<file path="src/rtl/extbus_pkg.sv">
// Shared widths and state encodings for the external 6502-style bus bridge.
package extbus_pkg;

    localparam int ADDR_W = 5;
    localparam int DATA_W = 8;

    typedef enum logic [1:0] {
        ST_IDLE = 2'd0,
        ST_RD   = 2'd1,
        ST_WR   = 2'd2
    } state_t;

    // Read sub-phases: strobe issued, register data arriving, pads driven
    typedef enum logic [1:0] {
        PH_ISSUE = 2'd0,
        PH_DATA  = 2'd1,
        PH_DRIVE = 2'd2
    } rd_phase_t;

endpackage

</file>
<file path="src/rtl/sync_ff.sv">
// Generic multi-flop synchroniser chain with asynchronous active-low reset.
// q is the final stage; q_first exposes the first flop for early qualification.
module sync_ff #(
    parameter int              WIDTH     = 1,
    parameter int              STAGES    = 2,
    parameter logic [WIDTH-1:0] RESET_VAL = '0
) (
    input  logic             clk,
    input  logic             rst_n,
    input  logic [WIDTH-1:0] d,
    output logic [WIDTH-1:0] q,
    output logic [WIDTH-1:0] q_first
);

    logic [STAGES-1:0][WIDTH-1:0] chain_reg;

    always_ff @(posedge clk or negedge rst_n) begin
        if (!rst_n) begin
            chain_reg <= {STAGES{RESET_VAL}};
        end else begin
            chain_reg <= {chain_reg[STAGES-2:0], d};
        end
    end

    assign q       = chain_reg[STAGES-1];
    assign q_first = chain_reg[0];

endmodule

</file>
<file path="src/rtl/extbus_bridge.sv">
// Bridges the asynchronous 6502-style bus into the clk25 domain: synchronises the
// bus controls, decodes each bus cycle and issues single-cycle register strobes.
module extbus_bridge
    import extbus_pkg::*;
#(
    parameter int SYNC_STAGES = 2
) (
    input  logic              clk25,
    input  logic              reset_n,
    input  logic              extbus_cs_n,
    input  logic              extbus_phi2,
    input  logic              extbus_rw,
    input  logic [ADDR_W-1:0] extbus_a,
    input  logic [DATA_W-1:0] extbus_d_in,
    output logic [DATA_W-1:0] extbus_d_out,
    output logic              extbus_d_oe,
    output logic [ADDR_W-1:0] reg_addr,
    output logic [DATA_W-1:0] reg_wrdata,
    output logic              reg_write,
    output logic              reg_read,
    input  logic [DATA_W-1:0] reg_rddata,
    output logic              reg_read_end
);

    logic cs_n_s, phi2_s, rw_s;
    logic phi2_first;
    logic unused_cs_n_first, unused_rw_first;

    sync_ff #(.WIDTH(1), .STAGES(SYNC_STAGES), .RESET_VAL(1'b1)) u_sync_cs_n (
        .clk     (clk25),
        .rst_n   (reset_n),
        .d       (extbus_cs_n),
        .q       (cs_n_s),
        .q_first (unused_cs_n_first)
    );

    sync_ff #(.WIDTH(1), .STAGES(SYNC_STAGES), .RESET_VAL(1'b0)) u_sync_phi2 (
        .clk     (clk25),
        .rst_n   (reset_n),
        .d       (extbus_phi2),
        .q       (phi2_s),
        .q_first (phi2_first)
    );

    sync_ff #(.WIDTH(1), .STAGES(SYNC_STAGES), .RESET_VAL(1'b1)) u_sync_rw (
        .clk     (clk25),
        .rst_n   (reset_n),
        .d       (extbus_rw),
        .q       (rw_s),
        .q_first (unused_rw_first)
    );

    logic              phi2_s_d_reg;
    logic              phi2_rise, phi2_fall;
    logic [ADDR_W-1:0] cap_addr_reg;
    logic [DATA_W-1:0] cap_data_reg;
    state_t            state_reg;
    rd_phase_t         rd_phase_reg;

    assign phi2_rise = phi2_s & ~phi2_s_d_reg;
    assign phi2_fall = ~phi2_s & phi2_s_d_reg;

    // Address/data keep loading while phi2 is high, so the frozen copy holds the
    // last bus values seen before phi2 fell (covers the 6502 late write data).
    always_ff @(posedge clk25 or negedge reset_n) begin
        if (!reset_n) begin
            phi2_s_d_reg <= 1'b0;
            cap_addr_reg <= '0;
            cap_data_reg <= '0;
        end else begin
            phi2_s_d_reg <= phi2_s;
            if (phi2_first) begin
                cap_addr_reg <= extbus_a;
                cap_data_reg <= extbus_d_in;
            end
        end
    end

    always_ff @(posedge clk25 or negedge reset_n) begin
        if (!reset_n) begin
            state_reg    <= ST_IDLE;
            rd_phase_reg <= PH_ISSUE;
            reg_addr     <= '0;
            reg_wrdata   <= '0;
            reg_write    <= 1'b0;
            reg_read     <= 1'b0;
            reg_read_end <= 1'b0;
            extbus_d_out <= '0;
            extbus_d_oe  <= 1'b0;
        end else begin
            reg_write    <= 1'b0;
            reg_read     <= 1'b0;
            reg_read_end <= 1'b0;
            case (state_reg)
                ST_IDLE: begin
                    extbus_d_oe <= 1'b0;
                    if (phi2_rise && !cs_n_s) begin
                        if (rw_s) begin
                            state_reg    <= ST_RD;
                            rd_phase_reg <= PH_ISSUE;
                            reg_read     <= 1'b1;
                            reg_addr     <= cap_addr_reg;
                        end else begin
                            state_reg <= ST_WR;
                        end
                    end
                end
                ST_RD: begin
                    if (cs_n_s) begin
                        state_reg   <= ST_IDLE;
                        extbus_d_oe <= 1'b0;
                    end else if (phi2_fall) begin
                        state_reg    <= ST_IDLE;
                        extbus_d_oe  <= 1'b0;
                        reg_read_end <= 1'b1;
                    end else begin
                        case (rd_phase_reg)
                            PH_ISSUE: rd_phase_reg <= PH_DATA;
                            PH_DATA: begin
                                extbus_d_out <= reg_rddata;
                                extbus_d_oe  <= 1'b1;
                                rd_phase_reg <= PH_DRIVE;
                            end
                            default: rd_phase_reg <= PH_DRIVE;
                        endcase
                    end
                end
                ST_WR: begin
                    extbus_d_oe <= 1'b0;
                    if (cs_n_s) begin
                        state_reg <= ST_IDLE;
                    end else if (phi2_fall) begin
                        state_reg  <= ST_IDLE;
                        reg_write  <= 1'b1;
                        reg_addr   <= cap_addr_reg;
                        reg_wrdata <= cap_data_reg;
                    end
                end
                default: begin
                    state_reg   <= ST_IDLE;
                    extbus_d_oe <= 1'b0;
                end
            endcase
        end
    end

endmodule

</file>
<file path="config.mk">
export PLATFORM = sky130hd
export DESIGN_NAME = extbus_bridge
export DESIGN_NICKNAME = d
export VERILOG_FILES = /design/src/rtl/extbus_pkg.sv /design/src/rtl/sync_ff.sv /design/src/rtl/extbus_bridge.sv
export SDC_FILE = /design/constraint.sdc
export NUM_CORES = 1
export LEC_CHECK = 0
export ABC_AREA = 1
export BUFFER_PORTS_ARGS = -buffer_cell sky130_fd_sc_hd__buf_2
export CAP_MARGIN = 20
export CORE_ASPECT_RATIO = 0.9
export CORE_MARGIN = 2
export CORE_UTILIZATION = 40
export CTS_CLUSTER_DIAMETER = 200
export CTS_CLUSTER_SIZE = 10
export DETAILED_ROUTE_END_ITERATION = 8
export GPL_TIMING_DRIVEN = 0
export SETUP_SLACK_MARGIN = 0.15
export SKIP_LAST_GASP = 1
export SLEW_MARGIN = 5
export SYNTH_ARGS = -nofsm -noshare
export SYNTH_HDL_FRONTEND = slang
export SYNTH_HIERARCHICAL = 1
export SYNTH_SLANG_ARGS = --single-unit
</file>
<file path="constraint.sdc">
create_clock -name clk25 -period 1.8 [get_ports clk25]
set_clock_uncertainty 0.2 [all_clocks]
set_input_delay 0 -clock clk25 [delete_from_list [all_inputs] [get_ports clk25]]
set_output_delay 0 -clock clk25 [all_outputs]
set_load 0.03 [all_outputs]
</file>
# Yosys cells after proc, flatten, opt, wreduce, memory -nomap -nowiden

Cells that the tools add are included.

Register bits: 49
Input port bits: 26
Logic and storage cells: 74

Equality and inequality tests: 11
Mux-type cells: 27
Bitwise logic cells: 6
Reduce and logical (&&, ||, !) cells: 12

Operators with widths:

| kind                                                             | number |
|---|---|
| 5-bit 2-to-1 mux                                                 | 4 |
| 2-bit 2-to-1 mux                                                 | 9 |
| 1-bit 2-to-1 mux                                                 | 11 |
| 2-bit != test (second input constant)                            | 5 |
| 5-bit case mux with 2 select lines                               | 1 |
| 5-bit AND reduction                                              | 2 |
| 2-bit case mux with 2 select lines                               | 2 |
| 2-bit by 1-bit == test with 1-bit output (second input constant) | 2 |
| 2-bit logical NOT                                                | 2 |
| 4-bit by 2-bit != test with 1-bit output (second input constant) | 1 |
| 1-bit NOT                                                        | 4 |
| 4-bit AND reduction                                              | 1 |
| 2-bit nonzero test                                               | 2 |
| 3-bit by 1-bit != test with 1-bit output (second input constant) | 1 |
| 3-bit AND reduction                                              | 1 |
| 1-bit AND                                                        | 2 |
| 2-bit == test (second input constant)                            | 1 |
| 2-bit by 1-bit != test with 1-bit output (second input constant) | 1 |
| 2-bit AND reduction                                              | 1 |
| 2-bit OR reduction                                               | 1 |
| 1-bit logical AND                                                | 1 |
| 1-bit logical NOT                                                | 1 |

# Logic depth before layout (Yosys ltp)

Gate-level depths: netlist of the first run.

Depth in word-level cells: 5
Mapped depth: 8
Gate-level depth less buffers: 8

# Cells and area by module

The synthesis of the first run kept the hierarchy.

By module, submodules not included:

| module                     | times used | cells an instance | area each (µm²) | sequential area each (µm²) |
|---|---|---|---|---|
| extbus_bridge              | 1          | 185               | 1834.3          | 1076.0 |
| sync_ff at u_sync_cs_n ... | 2          | 2                 | 52.6            | 52.6 |
| sync_ff at u_sync_phi2     | 1          | 2                 | 50.0            | 50.0 |

# Worst setup path after synthesis of the first run

OpenSTA, ideal clock, no wires.

Kind: register -> register
From: register state_reg[0]
To: register reg_addr[0]
Setup time: 118 ps
Data arrival time: 1215 ps
Required time: 1482 ps
Slack: 267 ps
Stages on the path, launching flop included: 9
Period minus slack after synthesis: 1533 ps
Path through: dfrtp_1 -> inv_1 -> ha_1 -> nand2_1 -> nand3b_1 -> nand2_2 -> nand2_2 -> nand2_1 -> nand2_1

Cells in the longest elaborated chain, start to end: 3

RTL lines:

| what                                                      | line                 | RTL |
|---|---|---|
| from (decl)                                               | extbus_bridge.sv:57  | `state_t state_reg;` |
| from (signal assigned)                                    | extbus_bridge.sv:81  | `state_reg <= ST_IDLE;` |
| from (signal assigned)                                    | extbus_bridge.sv:99  | `state_reg <= ST_RD;` |
| from (signal assigned)                                    | extbus_bridge.sv:104 | `state_reg <= ST_WR;` |
| 2-bit == test / 2-bit logical NOT (equally long branches) | extbus_bridge.sv:94  | `case (state_reg)` |
| 2-bit != test (no line), or another cell as far along     | n/a                  |  |
| 5-bit AND reduction (no line)                             | n/a                  |  |
| to (signal assigned)                                      | extbus_bridge.sv:102 | `reg_addr <= cap_addr_reg;` |
| to (signal assigned)                                      | extbus_bridge.sv:135 | `reg_addr <= cap_addr_reg;` |
| to (decl)                                                 | extbus_bridge.sv:17  | `output logic [ADDR_W-1:0] reg_addr,` |

Parallel ways exist; a longest one is shown, timed or not.
A chain may end at the register's enable or synchronous reset.

# Worst setup path after layout of the first run

From: register state_reg[0]
To: register reg_addr[1]

The elaborated chain is that of the path after synthesis.

==> impl_metrics.ini, run 1 <==
[run_status]
outcome = completed

[global_route]
grt_pass1_vias = 1467
grt_max_degree = 50
grt.total_usage_pct = 15.4
overflow = 0
grt_pass1_wl_um = 6560
grt_antenna_before_repair = 0

[cts]
ctsLongestPathBuffers = 2
clk_latency_ps = 310
cts_sinks = 49
ctsHtreeMaxLevel = 2
root_buffer = clkbuf_8
clkTransAtPathRegs_ps = 90
cts_buffers = 5
cts_tree = built

[cells_and_area]
syn2layout_area_growth_pct = 41.4
layout-drive-gt1-share_pct = 36.9
antenna_cells = 0
nNetsFinal = 311
instances_no_fill = 347

[place]
placed_cells = 306
port_buffers = 50
place_congestion = 0.732
place.detailed.hpwl_um = 2590

[power_and_ir_drop]
power_mw = 3.93
leakagePower_nw = 1.43
peakVddDrop_uv = 591
p_per_area_nw_per_um2 = 1400

[drt]
wl_per_cell_um = 11.5
vias_per_cell = 4.46
dr.first_iter.drc_count = 48
vias = 1547
post-route-drc-count = 0
postRouteWirelength_um = 4000
firstDrtPassIters = 5
antenna_left = 0

[floorplanning]
die_y_um = 70.9
dieWidth_um = 78.3
start_util_pct = 41.4
core_sq_um = 4800
pin_count = 51
die_area_sq_um = 5550
num_rows = 24

[logic_synthesis]
seq_area_frac_synth_pct = 61.9
synth_cell_types = 24
yosys_warnings = 6
synth_area_sq_um = 1990
ys_ff_latch = 49
synth_area_per_cell_sq_um = 10.4
syn-num-nets = 221
netlist_instances = 191

[timing]
whs_ps = 135
finalSetupViolCount = 0
max_freq_mhz = 634
rsz0062_at_grt = yes
fin_crit_sh_pct = 87.6
slew_violations = 0
worst_pin_slew_ps = 429
finalSetupTns_ps = 0
hold_viol_final = 0
min_period_ps = 1580
slew_headroom_pct = 71.4

[worst_setup_path]
arrival_ps = 1580
reg2reg_depth = 9
required_ps = 1810
end_kind = flip-flop
reg2reg_to = reg_addr[1]
path_max_fanout = 6
worstSetupPathType = reg2reg
rrSetupSlack_ps = 220
startpoint_type = flip-flop
reg2reg_from = state_reg[0]

[min_path]
hold_path_depth = 2
hp-start = extbus_rw
holdPathEnd = u_sync_rw/q_first
hold_class = in2reg

[flow_run]
cap_violations = 0
==> worst max-delay path: stages, from the launching register on <==
cell	delay [ps]
dfrtp_1	420
inv_2	110
ha_4	170
buf_4	110
inv_1	40
nand2_1	110
nand2_4	90
buf_4	140
nand3_1	50
nand2_1	50
==> metrics by stage <==
step | cell area (sq um) | setup slack [ps] | utilization (%)
after CTS | 2740 | 176 | 56.9
after global placement | 2320 | 87.2 | 48.3
after global routing | 2810 | 127 | 58.5
after floorplan | 1990 | 267 | -
final | 2810 | 223 | 58.5
after detailed placement | 2320 | 78.2 | 48.3
==> metal layers <==
layer | vias up | wire (um) | global-route usage, %
met3 | 5 | 236 | 5.74
met5 | - | 0 | 0
met4 | 0 | 50 | 5.26
met2 | 49 | 1800 | 24.5
met1 | 702 | 1910 | 19.7
li1 | 791 | - | -
==> cells in the mapped netlist <==
library cell | instances | area, sq um
mux2_2 | 5 | 56.3
o21bai_1 | 1 | 7.51
o21ai_2 | 8 | 70.1
buf_6 | 1 | 11.3
a21oi_1 | 2 | 10.0
nand3_4 | 1 | 17.5
dfrtp_1 | 45 | 1130
nand2_2 | 4 | 25.0
nand3b_1 | 1 | 7.51
inv_2 | 4 | 15.0
nand3_1 | 17 | 85.1
nor3_4 | 1 | 16.3
nor3_1 | 1 | 5.00
nor2_1 | 3 | 11.3
dfstp_2 | 4 | 105
nor2_4 | 2 | 22.5
nand2_4 | 1 | 11.3
ha_1 | 4 | 50.1
clkbuf_1 | 1 | 3.75
inv_1 | 16 | 60.1
o21ai_0 | 8 | 40.0
buf_2 | 1 | 5.00
nand2_1 | 58 | 218
o21ai_1 | 2 | 10.0
==> power by group <==
| part | total (mW) | internal, mW | switching (mW) |
|---|---|---|---|
| clock | 0.801 | 0.453 | 0.348 |
| sequential | 1.57 | 1.39 | 0.174 |
| combinational | 1.56 | 0.553 | 1.00 |
| total | 3.93 | 2.40 | 1.53 |
==> final cells by class <==
type                       instances  area, sq um
clock buffer                       7         86.3
timing repair buffer              83          588
clock inverter                     1         30.0
sequential                        49         1230
tap                               65         81.3
inverter                          20         75.1
fill                             441         1990
buffer                             3         20.0
multi-input combinational        119          701
==> repair_timing <==
action | 4_1_cts | 5_1_grt
buffers inserted | 3 | 3
gates resized for setup | 4 | 8
endpoints found under the hold margin | 69 | 9
endpoints found under the setup margin | 13 | 13
hold buffers | 25 | 1
pin swaps | 3 | 3
==> worst max path at each step <==
stage,start,to,slack (ps),depth (start not counted)
after floorplan,state_reg[0],reg_addr[0],270,8
after global placement,state_reg[0],reg_addr[0],90,8
after detailed placement,state_reg[0],reg_addr[4],80,8
after CTS,state_reg[1],extbus_d_out[0],180,8
after global routing,state_reg[0],reg_addr[4],130,8
final,state_reg[0],reg_addr[1],220,9
==> cells by family (layout without fill, tap and decap cells) <==
kind of cell / after synthesis / after routing / share of synthesized area (%)
compound gates: 21 / 21 / 6.92
fa+ha+maj: 4 / 4 / 2.52
buf+inv: 23 / 114 / 4.78
flops: 49 / 49 / 61.9
mux: 5 / 5 / 2.83
simple gates: 89 / 89 / 21.1
==> layout by cell type (no fill, tap or decap) <==
| master | Yosys | layout |
|---|---|---|
| buf_12 | 0 | 2 |
| dfstp_2 | 4 | 4 |
| clkbuf_8 | 0 | 6 |
| dfrtp_1 | 45 | 45 |
| o21ai_0 | 8 | 8 |
| nor3_1 | 1 | 1 |
| nand3b_1 | 1 | 1 |
| ha_2 | 0 | 1 |
| o21bai_1 | 1 | 1 |
| nor2_1 | 3 | 3 |
| nand3_1 | 17 | 17 |
| clkbuf_1 | 1 | 2 |
| o21ai_1 | 2 | 2 |
| mux2_2 | 5 | 5 |
| nand3_4 | 1 | 1 |
| buf_2 | 1 | 51 |
| dlygate4sd3_1 | 0 | 26 |
| nand2_1 | 58 | 55 |
| nor2_4 | 2 | 2 |
| buf_6 | 1 | 1 |
| ha_4 | 0 | 1 |
| inv_1 | 16 | 13 |
| a21oi_1 | 2 | 2 |
| nand2_4 | 1 | 4 |
| nand2_2 | 4 | 4 |
| buf_4 | 0 | 5 |
| ha_1 | 4 | 2 |
| o21ai_2 | 8 | 8 |
| bufinv_16 | 0 | 1 |
| nor3_4 | 1 | 1 |
| inv_2 | 4 | 7 |
No activity file was read; power rests on OpenSTA's default activity.
==> run 2, diff against run 1 <==
CORE_UTILIZATION = 52   (was 40)
PLACE_DENSITY = 0.79   (was unset)
==> impl_metrics.ini, run 2 (same netlist as run 1, synthesis figures left out) <==
[floorplanning]
die_area_sq_um = 4340
pin_count = 51
start_util_pct = 53.7
num_rows = 21
dieWidth_um = 69.2
die_y_um = 62.7
core_sq_um = 3700

[global_route]
grt_max_degree = 50
grt.total_usage_pct = 19.4
grt_pass1_vias = 1506
overflow = 0
grt_pass1_wl_um = 6600
grt_antenna_before_repair = 0

[power_and_ir_drop]
leakagePower_nw = 1.44
p_int_mw = 2.41
peakVddDrop_uv = 748
clockPowerShare_pct = 20.3
pwr-share-comb_pct = 40.2
p_per_area_nw_per_um2 = 1410
switchingPower_mw = 1.54
pwr-share-seq_pct = 39.5
switching_share_pct = 39.0

[cts]
cts_sinks = 49
cts_tree = built
cts_buffers = 5
ctsHtreeMaxLevel = 2
ctsLongestPathBuffers = 2
clkTransAtPathRegs_ps = 90
clk_latency_ps = 300
root_buffer = clkbuf_8

[worst_setup_path]
end_kind = flip-flop
worstSetupPathType = reg2reg
slowest_stage = dfrtp_1
startpoint = state_reg[0]
reg2reg_from = state_reg[0]
startpoint_type = flip-flop
crit_family = simple AND/OR/NAND/NOR gates
required_ps = 1790
slowest_delay_ps = 420
cp_cell_sequence = inv_2 -> ha_4 -> nand2_2 -> nand3b_1 -> nand2_2 -> nand2_4 -> nand2_1 -> nand2_1
path_max_fanout = 5
arrival_ps = 1590
critical_path_buf_inv_count = 1

[cells_and_area]
stdcell_area_sq_um = 2800
syn2layout_area_growth_pct = 40.5
nNetsFinal = 313
layout_commonest_cell = nand2_1
layout-drive-gt1-share_pct = 38.0
antenna_cells = 0
layout_common_cells = nand2_1 (54), buf_2 (51), dfrtp_1 (45), dlygate4sd3_1 (26), nand3_1 (17)
instances_no_fill = 330

[drt]
post-route-drc-count = 0
antenna_left = 0
dr.first_iter.drc_count = 60
vias_per_cell = 4.79
wl_per_cell_um = 12.0
postRouteWirelength_um = 3960
vias = 1581
firstDrtPassIters = 7

[timing]
hold_viol_final = 0
whs_ps = 144
slew_headroom_pct = 73.9
min_period_ps = 1590
rsz0062_at_grt = yes
finalSetupTns_ps = 0
fin_crit_sh_pct = 88.6
slew_violations = 0
worst_slack_ps = 206
max_freq_mhz = 627
finalSetupViolCount = 0
worst_pin_slew_ps = 391

[place]
dpl_cell_area_sq_um = 2300
place.detailed.hpwl_um = 2420
dpl_worst_slack_ps = 57.6
place_congestion = 0.762
port_buffers = 50
placed_cells = 287

[run_status]
outcome = completed

[min_path]
hold_class = in2reg
hp-start = extbus_rw

[flow_run]
cap_violations = 0
-- run 2: metal layers --
metal	global-route usage [%]	part of all wire, %	vias up
li1	-	-	793
met1	23.7	46	735
met2	33.1	48	49
met3	5.32	5.1	4
met4	6.86	0.91	0
met5	0	0	-
-- run 2: through the flow --
step | power (mW) | utilization, %
global placement | 2.91 | 62.0
detailed placement | 2.95 | 62.0
CTS | 3.85 | 72.9
finish | 3.95 | 75.4
floorplan | 2.56 | -
global route | 4.19 | 75.4
-- run 2: path summary, 6_finish.rpt --
path	to	slack (ps)	depth (start not counted)
setup reg to reg	reg_addr[1]	210	8
max in group asynchronous	reg_wrdata[1]	420	4
setup / recovery	reg_addr[1]	210	8
hold reg to reg	u_sync_cs_n/q	160	0
hold / removal	u_sync_rw/q_first	140	2
min in group asynchronous	extbus_d_out[1]	490	3
-- run 2: worst register-to-register path, cell delays in order (launching register included) --
cell and delay, ps:
dfrtp_1 420, inv_2 110, ha_4 160, nand2_2 60, nand3b_1 190, nand2_2 150
nand2_4 90, nand2_1 70, nand2_1 50
-- run 2: area by class of cell --
class	count	area [sq um]
Tap cell	46	57.6
Sequential cell	49	1230
Fill cell	228	910
Clock buffer	6	82.6
Buffer	3	20.0
Inverter	20	75.1
Timing Repair Buffer	85	598
Multi-Input combinational cell	119	693
Clock inverter	2	37.5
-- run 2: timing repair --
| action | in CTS | in global routing |
|---|---|---|
| endpoints found under the setup margin | 13 | 13 |
| endpoints found under the hold margin | 69 | 11 |
| buffers inserted | 3 | 5 |
| pin swaps | 3 | 6 |
| resized for setup | 4 | 9 |
| hold buffers | 25 | 1 |
-- run 2: power by group through the flow --
stage / Clock [mW] / Sequential, mW / Combinational [mW]
CTS: 0.821 / 1.55 / 1.48
global route: 0.864 / 1.60 / 1.73
detailed placement: 0 / 1.58 / 1.38
finish: 0.801 / 1.56 / 1.59
floorplan: 0 / 2.01 / 0.546
global placement: 0 / 1.57 / 1.34
